<file path="src/rtl/game_ctrl.sv">
// Game controller: per-frame hit resolution, alive mask, IDLE/PLAY/WIN/LOSE FSM.
// Optional kill score is enabled by defining GAME_CTRL_SCORE_EN.
module game_ctrl #(
  parameter int N_ALIEN     = 15,
  parameter int N_MISSLE    = 8,
  parameter int SCORE_W     = 12,
  parameter int HOLD_FRAMES = 120
) (
  input  logic                vga_clk_i,
  input  logic                vga_rst_i,
  input  logic                frame_start_i,
  input  logic                video_on_i,
  input  logic [N_ALIEN-1:0]  alien_active_i,
  input  logic [N_MISSLE-1:0] missle_active_i,
  input  logic                landed_i,
  input  logic                start_i,
  output logic [N_ALIEN-1:0]  alien_alive_o,
  output logic [N_MISSLE-1:0] missle_clear_o,
  output logic [1:0]          state_o,
  output logic                winner_o,
  output logic                loser_o,
  output logic [SCORE_W-1:0]  score_o
);

  typedef enum logic [1:0] {
    IDLE = 2'd0,
    PLAY = 2'd1,
    WIN  = 2'd2,
    LOSE = 2'd3
  } state_e;

  localparam int unsigned HOLD_W = $clog2(HOLD_FRAMES + 1);

  state_e                state_q;
  logic [N_ALIEN-1:0]    alive_q, alive_d;
  logic [N_ALIEN-1:0]    hit_pend_q;
  logic [N_MISSLE-1:0]   miss_pend_q;
  logic [N_MISSLE-1:0]   clear_q;
  logic [HOLD_W-1:0]     hold_q;

  logic [N_ALIEN-1:0]    target;
  logic [N_ALIEN-1:0]    hit_now;
  logic [N_MISSLE-1:0]   miss_now;

  always_comb begin
    target   = alien_active_i & alive_q;
    hit_now  = (video_on_i && (|missle_active_i)) ? target : '0;
    miss_now = (video_on_i && (|target)) ? missle_active_i : '0;
    alive_d  = alive_q & ~hit_pend_q;
  end

  // Frame-start commit takes the old pending set; this cycle's hits seed the new frame.
  always_ff @(posedge vga_clk_i) begin
    if (!vga_rst_i) begin
      state_q     <= IDLE;
      alive_q     <= '1;
      hit_pend_q  <= '0;
      miss_pend_q <= '0;
      clear_q     <= '0;
      hold_q      <= '0;
    end else begin
      clear_q <= '0;
      case (state_q)
        IDLE: begin
          if (start_i) begin
            state_q     <= PLAY;
            alive_q     <= '1;
            hit_pend_q  <= '0;
            miss_pend_q <= '0;
          end
        end
        PLAY: begin
          if (frame_start_i) begin
            alive_q <= alive_d;
            if (landed_i || (alive_d == '0)) begin
              state_q     <= landed_i ? LOSE : WIN;
              hit_pend_q  <= '0;
              miss_pend_q <= '0;
              hold_q      <= '0;
            end else begin
              clear_q     <= miss_pend_q;
              hit_pend_q  <= hit_now;
              miss_pend_q <= miss_now;
            end
          end else if (landed_i) begin
            state_q     <= LOSE;
            hit_pend_q  <= '0;
            miss_pend_q <= '0;
            hold_q      <= '0;
          end else begin
            hit_pend_q  <= hit_pend_q | hit_now;
            miss_pend_q <= miss_pend_q | miss_now;
          end
        end
        default: begin
          if (start_i && (hold_q == HOLD_W'(HOLD_FRAMES))) begin
            state_q <= IDLE;
          end else if (frame_start_i && (hold_q != HOLD_W'(HOLD_FRAMES))) begin
            hold_q <= hold_q + 1'b1;
          end
        end
      endcase
    end
  end

`ifdef GAME_CTRL_SCORE_EN
  localparam int unsigned PC_W  = $clog2(N_ALIEN + 1);
  localparam int unsigned SUM_W = SCORE_W + PC_W + 4;
  localparam logic [SUM_W-1:0] SMAX = SUM_W'({SCORE_W{1'b1}});

  logic [SCORE_W-1:0] score_q;
  logic [N_ALIEN-1:0] kill_mask;
  logic [PC_W-1:0]    kills;
  logic [SUM_W-1:0]   sum;

  always_comb begin
    kill_mask = hit_pend_q & alive_q;
    kills     = '0;
    for (int unsigned i = 0; i < N_ALIEN; i++) begin
      kills = kills + PC_W'(kill_mask[i]);
    end
    sum = SUM_W'(score_q) + SUM_W'(kills) * SUM_W'(10);
  end

  always_ff @(posedge vga_clk_i) begin
    if (!vga_rst_i) begin
      score_q <= '0;
    end else if (state_q == IDLE && start_i) begin
      score_q <= '0;
    end else if (state_q == PLAY && frame_start_i) begin
      score_q <= (sum > SMAX) ? '1 : sum[SCORE_W-1:0];
    end
  end

  assign score_o = score_q;
`else
  assign score_o = '0;
`endif

  assign alien_alive_o  = alive_q;
  assign missle_clear_o = clear_q;
  assign state_o        = state_q;
  assign winner_o       = (state_q == WIN);
  assign loser_o        = (state_q == LOSE);

endmodule
</file>
<file path="config.mk">
export PLATFORM = sky130hd
export DESIGN_NAME = game_ctrl
export DESIGN_NICKNAME = d
export VERILOG_FILES = /design/src/rtl/game_ctrl.sv
export SDC_FILE = /design/constraint.sdc
export NUM_CORES = 1
export LEC_CHECK = 0
export ABC_AREA = 1
export ABC_CLOCK_PERIOD_IN_PS = 2280
export CAP_MARGIN = 20
export CORE_MARGIN = 10
export CORE_UTILIZATION = 43
export CTS_BUF_LIST = sky130_fd_sc_hd__clkbuf_8
export DETAILED_ROUTE_END_ITERATION = 12
export PLACE_DENSITY = 0.71
export SLEW_MARGIN = 15
export SYNTH_ARGS = -nofsm -noshare
export SYNTH_HDL_FRONTEND = slang
export SYNTH_SLANG_ARGS = --single-unit
</file>
<file path="constraint.sdc">
create_clock -name vga_clk_i -period 2.28 [get_ports vga_clk_i]
set_clock_uncertainty 0.15 [all_clocks]
set_input_delay 0.228 -clock vga_clk_i [delete_from_list [all_inputs] [get_ports vga_clk_i]]
set_output_delay 0.228 -clock vga_clk_i [all_outputs]
set_load 0.05 [all_outputs]
</file>
; ---- Yosys cells after proc, flatten, opt, wreduce, memory -nomap -nowiden
; Index checks and enable logic that the tools add are counted.
[word_totals]
wordCells = 71
reg_bits = 55
out_inout_bits = 39
[classes]
add_sub_neg = 1
eq_ne = 10
bitwise = 9
reduce_logical = 17
mux = 28
[op_table]
columns = op, count
row1 = $mux 15, 7
row2 = $pmux 15 s2, 2
row3 = $mux 8, 5
row4 = $mux 7, 5
row5 = $and 15x15->15, 2
row6 = $pmux 8 s2, 1
row7 = $logic_not 15->1, 1
row8 = $not 15->15, 1
row9 = $or 15x15->15, 1
row10 = $reduce_or 15->1, 1
row11 = $pmux 7 s2, 1
row12 = $mux 2, 5
row13 = $or 8x8->8, 1
row14 = $reduce_or 8->1, 1
row15 = $add 7x1->7 const B, 1
row16 = $eq 7x7->1 const B, 1
row17 = $ne 7x7->1 const B, 1
row18 = $ne 3x3->1 const B, 2
row19 = $reduce_and 5->1, 1
row20 = $eq 2x2->1 const B, 2
row21 = $logic_and 1x1->1, 4
row22 = $ne 2x2->1 const B, 2
row23 = $not 1->1, 4
row24 = $pmux 2 s2, 1
row25 = 11 further kinds, 12

; ---- Depth between registers and ports, before layout
[depth]
depth_word = 8
ltp_mapped = 12
depth_no_buf = 12

; ---- Worst setup path after synthesis
; Ideal clock, no wire load.
[synth_timing]
path_type = flip-flop to output port
start = register state_q[1] (netlist: state_o[1])
end = output port winner_o
arrival_ns = 1.516
slack_ns = 0.386
stages_incl_launch_ff = 3
n_path_buf = 0
cell_sequence = dfxtp_1 inv_2 nor2_1
[synth_between]
elab_chain_len = 1
[synth_rtl]
columns = item, line_no
row1 = "start, declared", 34  ; state_e state_q;
row2 = "start signal, assigned", 76  ; state_q <= landed_i ? LOSE : WIN;
row3 = $eq 2x2->1, 143  ; assign winner_o = (state_q == WIN);
row4 = "end, declared", 20  ; output logic winner_o,
; Every way passes these cells.

; ---- Worst setup path in the final report
[layout_timing]
start = register state_q[1] (netlist: state_o[1])
end = output port loser_o
[layout_between]
elab_chain_len = 1
[layout_rtl]
columns = item, line_no
row1 = $eq 2x2->1, 144  ; assign loser_o = (state_q == LOSE);
row2 = "end, declared", 21  ; output logic loser_o,
; Every way passes these cells.

==> flow_summary.yaml <==
logic_synthesis:
  synth_cell_types: 26
  synthTopCellsByArea: "dfxtp_1 40%, nand2_1 14%, a21oi_1 11%"
  ys_warn_count: 0
  netlist_area_sq_um: 2780
  yosys.area.top_type: "dfxtp_1"
  syn_area_per_cell_sq_um: 6.77
  ys_ff_latch: 55
  synth_top_area_share_pct: 39.7
  syn_inst: 410
  seq_area_frac_synth_pct: 39.7
worst_setup_path:
  r2r-end: "hold_q[1]$_SDFFE_PN0P_"
  worstPathArrival_ns: 1.75
  worstSetupPathType: "reg -> out"
  cp.required_ns: 1.90
  crit_path_max_fanout: 7
  rr_startpoint: "hold_q[0]$_SDFFE_PN0P_"
  ff2ff_setup_slack_ns: 0.36
  worst-r2r-cell-count: 9
  cp_slowest_stage_delay_ns: 0.79
  setup.worst_path.end_class: "output pin"
  critPathSlowestCell: "clkdlybuf4s50_1"
  crit_path_start_kind: "flip-flop"
  cp_cell_sequence: "nand2_1, inv_1, clkdlybuf4s50_1"
layout:
  area_growth_syn_to_layout_pct: 23.5
  drive_gt1_share_pct: 5.83
  antenna_cells: 0
  finalNetCount: 493
  regArea_sq_um: 1100
  finalCoreUtilization_pct: 54.3
  multi_input_area_sq_um: 1370
  final_cell_area_sq_um: 3430
  fillerInstances: 635
floorplan:
  die_y_um: 100
  die_w_um: 100
  num_rows: 29
  start_util_pct: 44.0
  io-pin-count: 68
  die_area_sq_um: 10100
  core-area_sq_um: 6310
sta:
  holdWs_ns: 0.302
  finalMaxSlewViolations: 0
  achievable-frequency_ghz: 0.470
  rsz0062_at_grt: "no"
  tns_ns: 0
  worst_pin_slew_ns: 0.523
  period_needed_ns: 2.13
  relSlewSlack_pct: 65.0
  post-route-period-util_pct: 93.4
  setup_viol: 0
  hold_violations: 0
routing:
  via_per_inst: 5.07
  antenna_left: 0
  wl_per_cell_um: 13.3
  drcViolationCount: 0
  dr.pass1.iters: 5
  drtIter0Drc: 163
  vias: 2736
  wirelength_mm: 7.16
clocking:
  h-tree-depth: 2
  cts-root-buf: "clkbuf_8"
  clk_latency_ns: 0.31
  postCtsHoldBufs: 0
  numCtsBuffers: 5
  clk_path_buf_depth: 2
  post_cts_buffers: 0
  cts_tree: "done"
  ctsResizeCount: 0
  cts.sinks: 55
  clk_pin_slew_ns: 0.11
grt:
  grt_use_total_pct: 14.2
  grt_pass1_vias: 2542
  grt_pass1_wl_mm: 12.0
  grt_remaining_overflow: 0
  grt_max_degree: 31
  antenna_found_initial: 0
placed_design:
  dp_hpwl_mm: 5.38
  detailed_place.area_sq_um: 3340
  port_buffers: 55
  place_congestion: 0.793
hold_path:
  hold_path_depth: 2
  min_from: "miss_pend_q[1]$_SDFFE_PN0P_"
  min_to: "missle_clear_o[1]$_SDFF_PP0_"
  hold_class: "reg -> reg"
power:
  ir_drop_mv: 0.377
  p_per_area_nw_per_um2: 710
  p_leak_nw: 1.42
run:
  drv_cap: 0
status:
  status: "finished clean"
## cell usage after synthesis (all sizes together)
cell type	n
nor2	41
nand2	111
clkbuf	7
o211ai	1
inv	46
conb	1
dfxtp	55
buf	21
nand3b	7
nand4	12
and3	1
xnor2	3
ha	2
o21ai	15
nor3	1
a21oi	60
xor2	2
nand3	23
a31oi	1
## where the power goes
part / internal [W] / switching, W / leakage (nW)
clock network: 0.000220 / 0.000337 / 0.0408
logic: 0.000254 / 0.000537 / 0.929
registers: 0.00102 / 0.0000623 / 0.447
total: 0.00150 / 0.000936 / 1.42
## worst max-delay path by stage
stage,cells after the start,endpoint,startpoint
finish,3,loser_o,state_o[1]$_SDFFE_PN0P_
global route,3,loser_o,state_o[1]$_SDFFE_PN0P_
CTS,3,loser_o,state_o[1]$_SDFFE_PN0P_
detailed placement,7,hit_pend_q[8]$_SDFFE_PN0P_,frame_start_i
global placement,5,missle_clear_o[4]$_SDFF_PP0_,frame_start_i
floorplan,2,winner_o,state_o[1]$_SDFFE_PN0P_
## flip-flops by register name, indices dropped and copies added (netlist names)
name            cells
hit_pend_q         15
missle_clear_o      8
hold_q              7
state_o             2
miss_pend_q         8
alien_alive_o      15
## placed cells by master, fill, tap and decap left out, types with 2 or more instances in the layout
master             n
nor2_1            40
nand2_2            4
nand3b_1           7
xnor2_1            3
inv_1             43
nand2_1          107
clkdlybuf4s50_1   54
o21ai_2            2
nand4_1           12
clkinvlp_4         2
nand3_1           22
inv_2              3
xor2_1             2
dfxtp_1           55
buf_4              8
a21oi_1           60
o21ai_0           13
clkbuf_8           5
conb_1            12
ha_1               2
## per-layer routing
layer | GRT usage [%] | part of all wire (%) | up-vias
li1 | - | - | 1394
met4 | 4.46 | 1.3 | 0
met2 | 23.4 | 48 | 93
met1 | 17.3 | 42 | 1241
met5 | 0 | 0 | -
met3 | 4.19 | 8.9 | 8
## cell families after synthesis
logic type      share of synthesized area [%]
buf+inv                                  12.6
xor+xnor                                 1.58
other cells                             0.135
compound gates                           14.3
flops                                    39.7
fa+ha+maj                               0.902
simple gates                             30.8
## per-stage QoR
step	power (W)	setup WS, ns	instances
floorplan	0.00168	0.386	421
global placement	0.00189	0.299	532
detailed placement	0.00190	0.202	532
CTS	0.00245	0.133	540
global route	0.00257	0.0694	540
finish	0.00243	0.152	540
## final cells by class
class                   instances  area share (%)
multi-input cells             292            39.8
flip-flops and latches         55            32.1
repair buffers                 62            17.5
inverters                      46            5.04
well taps                      77            2.81
clock buffers                   5            2.01
clock inverters                 3           0.693
## worst max-delay path, delay by kind of cell (launching register included)
| family | cells | cell delay, ns |
|---|---|---|
| flip-flops | 1 | 0.50 |
| AND/OR/NAND/NOR | 1 | 0.09 |
| buffers and inverters | 2 | 0.85 |
(Power assumes the default switching activity.)
